--- config.mk ---
export PLATFORM = sky130hd
export DESIGN_NAME = carrier_wipeoff_accum
export DESIGN_NICKNAME = d
export VERILOG_FILES = /design/src/rtl/carrier_wipeoff_accum.sv
export SDC_FILE = /design/constraint.sdc
export NUM_CORES = 1
export LEC_CHECK = 0
export BUFFER_PORTS_ARGS = -buffer_cell sky130_fd_sc_hd__buf_4
export CAP_MARGIN = 0
export CORE_MARGIN = 2
export CORE_UTILIZATION = 60
export DETAILED_ROUTE_END_ITERATION = 8
export GPL_ROUTABILITY_DRIVEN = 0
export PLACE_DENSITY = 0.81
export SLEW_MARGIN = 20
export SYNTH_ARGS = -nofsm -noshare
export SYNTH_HDL_FRONTEND = slang
export SYNTH_SLANG_ARGS = --single-unit
--- constraint.sdc ---
create_clock -name clk -period 4.7 [get_ports clk]
set_input_delay 0.235 -clock clk [delete_from_list [all_inputs] [get_ports clk]]
set_output_delay 0.235 -clock clk [all_outputs]
set_load 0.1 [all_outputs]
--- src/rtl/carrier_wipeoff_accum.sv ---
// Carrier wipe-off and saturating integrate-and-dump of 2-bit sign/magnitude samples against 1-bit I/Q LO.
// Result appears 1 clk after the len-th valid sample; an unconsumed result is overwritten and flagged in overrun.
module carrier_wipeoff_accum #(
    parameter int ACC_W = 16,
    parameter int LEN_W = 16
) (
    input  logic                    clk,
    input  logic                    rst,
    input  logic                    start,
    input  logic                    continuous,
    input  logic                    abort,
    input  logic [LEN_W-1:0]        len,
    input  logic                    sample_valid,
    input  logic                    sample_sign,
    input  logic                    sample_mag,
    input  logic                    lo_i,
    input  logic                    lo_q,
    output logic                    busy,
    output logic signed [ACC_W-1:0] acc_i,
    output logic signed [ACC_W-1:0] acc_q,
    output logic                    res_sat,
    output logic                    out_valid,
    input  logic                    out_ready,
    output logic                    overrun
);

    typedef enum logic {
        ST_IDLE      = 1'b0,
        ST_INTEGRATE = 1'b1
    } state_t;

    localparam logic signed [ACC_W-1:0] MAX_V = {1'b0, {(ACC_W-1){1'b1}}};
    localparam logic signed [ACC_W-1:0] MIN_V = {1'b1, {(ACC_W-1){1'b0}}};

    state_t                  r_state;
    state_t                  w_state_nxt;
    logic [LEN_W-1:0]        r_len;
    logic [LEN_W-1:0]        r_cnt;
    logic signed [ACC_W-1:0] r_acc_i;
    logic signed [ACC_W-1:0] r_acc_q;
    logic                    r_sat;

    logic signed [2:0]       w_mag;
    logic signed [2:0]       w_s;
    logic signed [2:0]       w_p_i;
    logic signed [2:0]       w_p_q;
    logic signed [ACC_W:0]   w_sum_i;
    logic signed [ACC_W:0]   w_sum_q;
    logic signed [ACC_W-1:0] w_nxt_i;
    logic signed [ACC_W-1:0] w_nxt_q;
    logic                    w_clip_i;
    logic                    w_clip_q;
    logic [LEN_W:0]          w_cnt_nxt;
    logic                    w_arm;
    logic                    w_take;
    logic                    w_last;
    logic                    w_dump;

    assign busy = (r_state == ST_INTEGRATE);

    // Mixer and one-bit-wider sum; overflow shows as a disagreement of the top two bits.
    always_comb begin
        w_mag    = sample_mag ? 3'sd3 : 3'sd1;
        w_s      = sample_sign ? -w_mag : w_mag;
        w_p_i    = lo_i ? w_s : -w_s;
        w_p_q    = lo_q ? w_s : -w_s;
        w_sum_i  = {r_acc_i[ACC_W-1], r_acc_i} + {{(ACC_W-2){w_p_i[2]}}, w_p_i};
        w_sum_q  = {r_acc_q[ACC_W-1], r_acc_q} + {{(ACC_W-2){w_p_q[2]}}, w_p_q};
        w_clip_i = (w_sum_i[ACC_W] != w_sum_i[ACC_W-1]);
        w_clip_q = (w_sum_q[ACC_W] != w_sum_q[ACC_W-1]);
        w_nxt_i  = w_clip_i ? (w_sum_i[ACC_W] ? MIN_V : MAX_V) : w_sum_i[ACC_W-1:0];
        w_nxt_q  = w_clip_q ? (w_sum_q[ACC_W] ? MIN_V : MAX_V) : w_sum_q[ACC_W-1:0];
    end

    assign w_cnt_nxt = {1'b0, r_cnt} + {{LEN_W{1'b0}}, 1'b1};
    assign w_arm     = (r_state == ST_IDLE) && start && (len != '0);
    assign w_take    = (r_state == ST_INTEGRATE) && !abort && sample_valid;
    assign w_last    = (w_cnt_nxt == {1'b0, r_len});
    assign w_dump    = w_take && w_last;

    always_ff @(posedge clk) begin
        if (rst) begin
            r_state <= ST_IDLE;
        end else begin
            r_state <= w_state_nxt;
        end
    end

    always_comb begin
        w_state_nxt = r_state;
        case (r_state)
            ST_IDLE: begin
                if (w_arm) begin
                    w_state_nxt = ST_INTEGRATE;
                end
            end
            ST_INTEGRATE: begin
                if (abort || (w_dump && !continuous)) begin
                    w_state_nxt = ST_IDLE;
                end
            end
            default: w_state_nxt = ST_IDLE;
        endcase
    end

    always_ff @(posedge clk) begin
        if (rst) begin
            r_len     <= '0;
            r_cnt     <= '0;
            r_acc_i   <= '0;
            r_acc_q   <= '0;
            r_sat     <= 1'b0;
            acc_i     <= '0;
            acc_q     <= '0;
            res_sat   <= 1'b0;
            out_valid <= 1'b0;
            overrun   <= 1'b0;
        end else begin
            if (w_arm) begin
                r_len   <= len;
                r_cnt   <= '0;
                r_acc_i <= '0;
                r_acc_q <= '0;
                r_sat   <= 1'b0;
                overrun <= 1'b0;
            end else if ((r_state == ST_INTEGRATE) && abort) begin
                r_cnt   <= '0;
                r_acc_i <= '0;
                r_acc_q <= '0;
                r_sat   <= 1'b0;
            end else if (w_dump) begin
                acc_i   <= w_nxt_i;
                acc_q   <= w_nxt_q;
                res_sat <= r_sat | w_clip_i | w_clip_q;
                r_cnt   <= '0;
                r_acc_i <= '0;
                r_acc_q <= '0;
                r_sat   <= 1'b0;
            end else if (w_take) begin
                r_cnt   <= w_cnt_nxt[LEN_W-1:0];
                r_acc_i <= w_nxt_i;
                r_acc_q <= w_nxt_q;
                r_sat   <= r_sat | w_clip_i | w_clip_q;
            end

            // A dump landing on a pending, unaccepted result loses that result.
            if (w_dump) begin
                out_valid <= 1'b1;
                if (out_valid && !out_ready) begin
                    overrun <= 1'b1;
                end
            end else if (out_ready) begin
                out_valid <= 1'b0;
            end
        end
    end

endmodule

==> flow_summary.toml, run 1 <==
[status]
outcome = "complete, no violations"

[sta]
slew_viol_final = 0
setup_viol = 0
layout_min_cycle_time_ps = 3560
finalClockSkew_ps = 10.1
fmax_ghz = 0.281
rsz0062_at_grt = "no"
hold_viol = 0
worst_slack_ps = 1140
hold_ws_ps = 117
tightestPinTransition_ps = 929
finalCritPeriodShare = 0.758
fin_tns_setup_ps = 0
slew_headroom = 0.378

[worst_setup_path]
reg2reg_from = "r_acc_q[0]"
worst_setup_path_end_kind = "register"
crit_arrival_ps = 3810
worst_ep_required_time_ps = 4950
cp_max_fo = 15
criticalPathCategory = "input pin to register"
r2r_end = "acc_q[2]"
r2r_slack_ps = 1210
ff2ff_path_depth = 8
start_kind = "input pin"

[yosys]
yosys.area.top_type = "dfxtp_1"
netlist_instances = 735
synth-edff-count = 0
synthTopCellsByArea = "dfxtp_1 (33%), ha_1 (6.2%), nor2_1 (5.4%)"
synth-main-ff-cell = "dfxtp_1"
ys_async_sr_fraction = 0
yosys_warnings = 0
synth_area_um2 = 6210
ys_seq_area_frac = 0.326
avgSynthCellArea_um2 = 8.45
syn-num-nets = 795
yosysTopAreaCellShare = 0.326
yosys.cell_types.count = 73
ys_ff_latch = 101

[finish]
drive_gt1_frac = 0.150
fillerInstances = 871
area_growth_pct = 11.4
n_antenna_cell = 0
final_nets = 836
seq_area_um2 = 2020
multi_input_area_um2 = 3970

[grt]
antenna_found_initial = 0
track_usage = 0.281
grt_max_degree = 65
grt_pass1_wl_um = 26000
grt_pass1_vias = 5451
grt-ovfl-total = 0

[routing]
viasPerCell = 6.13
wirelength_um = 15400
vias = 5622
first_pass_iters = 5
wire_per_inst_um = 16.8
postRouteAntennaNets = 0
drcViolationCount = 0
drtIter0Drc = 248

[placed_design]
dpl_worst_slack_ps = 759
hpwlAfterDp_um = 11300
port_buffers = 62

[worst_hold_path]
min_path_cells = 3
min_path_type = "input pin to register"
min_to = "r_len[11]"
hp-start = "len[11]"

[clock_network]
cts_root_buf = "clkbuf_8"
cts_setup_buffers = 0
cts_num_sinks = 101
cts_tree = "built"
clkTransAtPathRegs_ps = 110
cts_buffers = 9
clock_latency_ps = 370
cts_resized = 0
htree_levels = 3
cts_buffer_depth = 2
postCtsHoldBufs = 0

[floorplanning]
num_io_pins = 63
placementRows = 37
start_util = 0.610
die_w_um = 106
die_y_um = 106
dieArea_um2 = 11200
core_um2 = 10200

[job]
drv_cap = 0

[power]
cellPowerDensity_nw_per_um2 = 265
p_leak_nw = 2.63
vdd_drop_max_mv = 0.194
==> critical path, cell delays in order <==
cell and delay, ps:
buf_4 120, xnor2_1 150, buf_4 240, xor2_1 130, fa_1 450, a211oi_1 290
o21ai_1 200, and4_1 270, o41ai_2 590, o21ai_1 380, or3b_1 630, o21ai_2 120
==> flip-flops by register name (all words and copies together), names as in the netlist <==
name / count
acc_i: 16
acc_q: 16
r_acc_i: 16
r_acc_q: 16
r_cnt: 16
r_len: 16
busy: 1
out_valid: 1
overrun: 1
r_sat: 1
res_sat: 1
==> kinds of logic (layout without fill, tap and decap cells) <==
logic type	count (synthesis)	count (layout)	share of synthesized area
xor gates and xnor gates	57	57	0.0804
adders and majority gates	47	47	0.0915
and+or+nand+nor	259	259	0.207
AOI/OAI and AO/OA	200	200	0.228
DFF	101	101	0.326
buffers and inverters	53	99	0.0385
muxes	18	18	0.0290
==> where the power goes <==
| part | switching [mW] | leakage, nW | internal [mW] |
|---|---|---|---|
| Clock | 0.333 | 0.0907 | 0.206 |
| Combinational | 0.254 | 1.72 | 0.158 |
| Sequential | 0.0141 | 0.817 | 0.870 |
==> cell usage in the layout, fill, tap and decap left out, drive strengths merged, types with 15 or more instances in the layout <==
master | synthesis | layout
inv | 14 | 19
xnor2 | 30 | 30
a21oi | 51 | 51
ha | 31 | 31
nor3 | 16 | 16
nand3 | 15 | 15
xor2 | 27 | 27
dfxtp | 101 | 101
a211oi | 35 | 35
nor2b | 15 | 15
nor2 | 90 | 90
o21ai | 41 | 41
buf | 19 | 69
nand2 | 61 | 61
mux2i | 18 | 18
==> area by class of cell <==
class / count / share of cell area
sequential: 101 / 0.292
multi-input combinational: 581 / 0.574
clock buffer: 9 / 0.0179
tap: 136 / 0.0246
clock inverter: 7 / 0.00922
inverter: 14 / 0.00759
timing repair buffer: 69 / 0.0749
==> metrics by stage <==
step	instance area [um^2]	util	cells	total power, mW
after floorplan	6210	-	735	1.20
after global placement	6720	0.660	901	1.29
after detailed placement	6720	0.660	901	1.31
after CTS	6910	0.678	917	1.84
after global routing	6920	0.679	917	1.92
final	6920	0.679	917	1.84
==> routing by layer <==
metal | vias to the layer above | share of wire | GRT usage
met3 | 31 | 0.050 | 0.0334
met5 | - | 0 | 0
li1 | 2756 | - | -
met1 | 2661 | 0.45 | 0.374
met4 | 0 | 0.022 | 0.0968
met2 | 174 | 0.48 | 0.472
==> synthesized netlist by cell type (3+ instances only) <==
cell,count
a211oi_1,34
a21o_1,9
a21oi_1,51
a2bb2oi_1,3
a311oi_1,5
and2_1,10
and3_1,4
and4_1,4
buf_2,14
clkbuf_1,20
dfxtp_1,101
ha_1,31
inv_1,14
maj3_1,14
mux2i_1,18
nand2_1,60
nand2b_1,8
nand3_1,15
nand4_1,7
nor2_1,90
nor2b_1,15
nor3_1,14
nor3b_1,3
nor4_1,5
o2111ai_1,4
o211ai_1,14
o21a_1,6
o21ai_0,27
o21ai_1,4
o21ai_2,10
o31ai_1,4
or2_2,4
or3_1,4
or3b_1,3
xnor2_1,30
xor2_1,27
==> worst max-delay path by stage <==
stage                 from  slack (ps)  depth (start not counted)   endpoint
4_1_cts        sample_sign        1140                         12   acc_q[2]
3_5_place_dp   sample_sign         760                         12   acc_q[2]
5_1_grt        sample_sign         790                         12   acc_q[2]
6_report       sample_sign        1140                         12   acc_q[2]
3_3_place_gp   sample_sign         960                         12   acc_q[2]
2_1_floorplan  sample_sign        1200                         11  acc_q[11]
No activity file was read; power rests on OpenSTA's default activity.
==> run 2, diff against run 1 <==
Settings changed: ABC_AREA set to 1.
Clock period 4.7 ns to 3.7 ns, I/O delays scaled along.
==> run 2 against run 1 <==
  * Register-to-register slack got worse by 300 ps
  * Global-route usage barely moved
  * Worst setup slack got worse by 300 ps
  * Non-clock buffer count rose by 6
  * Flip-flop and latch count did not move
  * Via count rose by 13%
  * Largest power group unchanged
==> flow_summary.toml, run 2 <==
[status]
outcome = "complete, no violations"

[finish]
drive_gt1_frac = 0.0979
multi_input_area_um2 = 3820
final_nets = 1138
fillerInstances = 948
area_growth_pct = 12.1
mostFrequentLayoutCells = "nand2_1 (377), nor2_1 (133), dfxtp_1 (101), inv_1 (92), a21oi_1 (81)"
seq_area_um2 = 2020
n_antenna_cell = 0
layout_commonest_cell = "nand2_1"

[sta]
slew_viol_final = 0
fmax_ghz = 0.349
finalClockSkew_ps = 14.3
tightestPinTransition_ps = 659
layout_min_cycle_time_ps = 2860
rsz0062_at_grt = "no"
fin_tns_setup_ps = 0
slew_headroom = 0.556
hold_viol = 0
setup_viol = 0
finalCritPeriodShare = 0.774
hold_ws_ps = 58.6

[worst_hold_path]
min_path_type = "input pin to register"
hp-start = "len[9]"

[yosys]
synth-main-ff-cell = "dfxtp_1"
yosysTopAreaCellShare = 0.318
synthTopCellsByArea = "dfxtp_1 (32%), nand2_1 (22%), nor2_1 (7.9%)"
synth_top_cells_by_count = "nand2_1 (377), nor2_1 (134), dfxtp_1 (101)"
ys_seq_area_frac = 0.318
syn-num-nets = 1086
ys_ff_latch = 101
synth_most_common_cell = "nand2_1"
ys_async_sr_fraction = 0
avgSynthCellArea_um2 = 6.20
yosys.cell_types.count = 33
synth-edff-count = 0
yosys.area.top_type = "dfxtp_1"
synth_area_um2 = 6360
netlist_instances = 1026
yosys_warnings = 0

[routing]
first_pass_iters = 5
postRouteAntennaNets = 0
wirelength_um = 15200
viasPerCell = 5.21
vias = 6347
drcViolationCount = 0
wire_per_inst_um = 12.5
drtIter0Drc = 307

[worst_setup_path]
start_kind = "input pin"
path_buf_inv = 1
path_cells = "buf_4, xnor2_1, xor2_1, fa_1, nand2_1, nand2_1, and2_1, nand2_1, nand2_1, nand2_1, nand2_1, nand2_1, nand2_1, nand2_1, nand2_1, nand2_1, nand2_1, a21oi_1"
critical_path.startpoint = "sample_sign"
criticalPathCategory = "input pin to register"
worst_setup_path_end_kind = "register"
cp_slowest_cell = "xnor2_1"
reg2reg_from = "r_cnt[0]"
cp_max_fo = 16
timing.critical_path.mode_cell = "nand2_1"
crit_arrival_ps = 3190
worst_ep_required_time_ps = 4030
max_stage_delay_ps = 510
crit_family = "simple AND/OR/NAND/NOR gates"

[power]
cellPowerDensity_nw_per_um2 = 320
p_leak_nw = 3.51
vdd_drop_max_mv = 0.341

[clock_network]
cts_buffer_depth = 2
cts_buffers = 9
clock_latency_ps = 390
cts_resized = 0
cts_tree = "built"
clkTransAtPathRegs_ps = 100
htree_levels = 3
cts_num_sinks = 101
cts_root_buf = "clkbuf_8"

[grt]
antenna_found_initial = 0
grt_pass1_vias = 5820
grt_max_degree = 61
track_usage = 0.281
grt-ovfl-total = 0
grt_pass1_wl_um = 26100

[floorplanning]
dieArea_um2 = 11400
die_w_um = 107
placementRows = 37
core_um2 = 10300
num_io_pins = 63
start_util = 0.617
die_y_um = 107

[placed_design]
port_buffers = 62
hpwlAfterDp_um = 11000

[job]
drv_cap = 0
run 2: changes by cell type in the layout (fill, tap and decap cells not counted), moves of 15 or more:
cell      change
a211oi_1     -34
a21oi_1      +30
inv_1        +78
mux2i_1      -18
nand2_1     +317
nand3_1      +43
nor2_1       +43
nor2b_1      -15
o21ai_0      +17
xnor2_1      -21
run 2: path summary, 6_finish.rpt:
check	end	slack (ps)	cells after the start
max	r_acc_q[1]	840	18
min	r_len[9]	60	3
max reg2reg	acc_q[9]	910	16
min reg2reg	r_len[3]	470	2
run 2: cells by family after synthesis:
group,Yosys count,share of synthesized area
adders and majority gates,33,0.0672
AOI/OAI and AO/OA,135,0.109
xor gates and xnor gates,29,0.0423
buffers and inverters,128,0.0828
DFF,101,0.318
and+or+nand+nor,600,0.381
run 2: through the flow:
step	worst slack [ps]	power [mW]	instances	utilization	cell area, um^2
floorplan	735	1.49	1026	-	6360
global placement	625	1.60	1202	0.672	6940
detailed placement	514	1.61	1202	0.672	6940
CTS	904	2.30	1219	0.691	7140
global route	469	2.41	1219	0.691	7140
finish	836	2.28	1219	0.691	7140
run 2: layout make-up:
class | count | share of cell area
Clock buffer | 9 | 0.0174
Multi-Input combinational cell | 797 | 0.536
Clock inverter | 7 | 0.00947
Sequential cell | 101 | 0.283
Inverter | 94 | 0.0494
Tap cell | 136 | 0.0238
Timing Repair Buffer | 75 | 0.0810
run 2: timing repair:
item | in CTS | in global routing
hold endpoints to repair | 2 | 0
setup buffers | 0 | 0
hold buffers | 1 | 0
run 2: power breakdown:
| group | switching [mW] | internal, mW | leakage, nW |
|---|---|---|---|
| Clock | 0.428 | 0.261 | 0.0940 |
| Sequential | 0.0171 | 1.11 | 0.818 |
| Combinational | 0.304 | 0.161 | 2.59 |
run 2: worst min-delay path, delay by kind of cell:
family	cells	cell delay, ps
buf+inv	1	80
simple gates	1	80
compound gates	1	70
run 2: metal layers:
| metal | vias to the layer above | GRT usage | routed length, um |
|---|---|---|---|
| met3 | 25 | 0.0620 | 809 |
| met2 | 145 | 0.488 | 7270 |
| met1 | 2830 | 0.351 | 6850 |
| met4 | 0 | 0.0761 | 274 |
| li1 | 3347 | - | - |
| met5 | - | 0 | 0 |
==> run 3, diff against run 2 <==
Settings changed: ABC_AREA 1 to 0.
Clock period 3.7 ns to 3 ns, I/O delays scaled along.
==> run 3 against run 2 <==
  * Sequential share of layout area down 0.62 points
  * Global-route usage rose by 3.1 points
  * Register-to-register slack got worse by 790 ps
  * Cell count is 22% lower
  * Critical endpoint is now r_acc_q[5]
  * Clock skew down 4.3 ps
  * Critical path depth decreased by 10
==> flow_summary.toml, run 3 (synthesis results as in run 1) <==
[grt]
use_met3 = 0.0377
grt_max_degree = 35
grt_pass1_wl_um = 28200
met1_usage = 0.382
antenna_found_initial = 0
busiest_layer = "met2"
grt_pass1_vias = 5919
grtUsageMet2 = 0.531
track_usage = 0.312
grt-ovfl-total = 0

[worst_setup_path]
worst_ep_required_time_ps = 3290
cp_max_fo = 10
criticalPathCategory = "register to register"
start_kind = "register"
worst_setup_path_end_kind = "register"
crit_arrival_ps = 3170

[power]
power_frac_seq = 0.457
cellPowerDensity_nw_per_um2 = 415
switchingPower_mw = 0.963
swShare = 0.318
cell_internal_pwr_mw = 2.07
p_leak_nw = 2.84
vdd_drop_max_mv = 0.319
p_clk_frac = 0.310
p_comb_frac = 0.234

[job]
drv_cap = 0

[routing]
drtIter0Drc = 297
wirelength_um = 17000
wire_per_inst_um = 17.8
postRouteAntennaNets = 0
vias = 5935
first_pass_iters = 5
viasPerCell = 6.23
drcViolationCount = 0

[sta]
rsz0062_at_grt = "no"
slew_viol_final = 0
fmax_ghz = 0.348
finalClockSkew_ps = 9.99
fin_tns_setup_ps = 0
setup_viol = 0
layout_min_cycle_time_ps = 2880
tightestPinTransition_ps = 806
slew_headroom = 0.458
finalCritPeriodShare = 0.959
hold_viol = 0

[clock_network]
cts_num_sinks = 101
clkTransAtPathRegs_ps = 100
cts_tree = "built"
cts_buffer_depth = 2
htree_levels = 3
clock_latency_ps = 390
cts_buffers = 9
cts_root_buf = "clkbuf_8"

[finish]
n_antenna_cell = 0
mostFrequentLayoutCells = "buf_4 (104), dfxtp_1 (100), nor2_1 (89), nand2_1 (60), a21oi_1 (51)"
seq_area_um2 = 2020
multi_input_area_um2 = 4050
area_growth_pct = 17.6
stdcell_count = 953
drive_gt1_frac = 0.200
layout_commonest_cell = "buf_4"
design_area_um2 = 7300
fillerInstances = 776
final_nets = 872

[floorplanning]
placementRows = 37
dieArea_um2 = 11200
core_um2 = 10200
die_w_um = 106
start_util = 0.610
num_io_pins = 63
die_y_um = 106

[placed_design]
port_buffers = 62
dpl-instance-area_um2 = 7030
hpwlAfterDp_um = 12600
dp_cells = 935

[status]
outcome = "complete, no violations"

[worst_hold_path]
min_path_type = "input pin to register"
[run 3: cell types whose count changed in the layout (fill, tap and decap cells not counted), sizes merged, moves of 21 or more]
cell,previous run,this run
nor2,141,90
inv,97,15
xnor2,9,30
buf,74,105
a211oi,0,35
nand3,60,15
nand2,378,61
a21oi,81,51
[run 3: final cells by class]
cell class	instances	area share
sequential	101	0.277
clock buffer	10	0.0188
inverter	14	0.00720
timing repair buffer	105	0.110
multi-input combinational	581	0.554
tap	136	0.0233
clock inverter	6	0.00960
[run 3: layer usage]
metal / vias up / wire, um
met5: - / 0
met4: 0 / 634
met2: 242 / 8340
li1: 2824 / -
met3: 57 / 990
met1: 2812 / 7010
[run 3: final timing paths]
check                    end  slack, ps  cells after the start  startpoint
setup / recovery  r_acc_q[5]        120                      8  r_acc_q[8]
hold / removal      r_len[8]          3                      3      len[8]
setup reg to reg  r_acc_q[5]        120                      8  r_acc_q[8]
hold reg to reg     acc_q[3]        460                      2    acc_q[3]
[run 3: metrics by stage]
stage / total power, mW / worst slack [ps] / util / hold slack [ps]
floorplan: 1.89 / 85.2 / - / 297
global placement: 2.08 / 90.0 / 0.690 / 396
detailed placement: 2.10 / -115 / 0.690 / 406
CTS: 3.01 / 12.9 / 0.710 / 4.36
global route: 3.15 / 8.96 / 0.717 / 15.7
finish: 3.03 / 122 / 0.717 / 2.83
[run 3: timing repair]
item,CTS,global route
gates resized for setup,0,10
hold buffers,0,0
setup endpoints to repair,0,61
buffers inserted,0,2
[run 3: power by group through the flow]
stage                     Clock [mW]  Sequential (mW)  Combinational (mW)
after floorplan                    0             1.42               0.470
after global placement             0             1.41               0.664
after detailed placement           0             1.41               0.687
after CTS                      0.934             1.38               0.692
after global routing           0.995             1.39               0.770
final                          0.939             1.39               0.710
[run 3: worst max-delay path: stages, from the launching register on]
cell and delay [ps]:
dfxtp_1 340, ha_1 400, a21oi_1 120, o21ai_0 410, a21oi_1 160, and3b_1 230, or2_2 420, maj3_1 390
a211oi_1 300
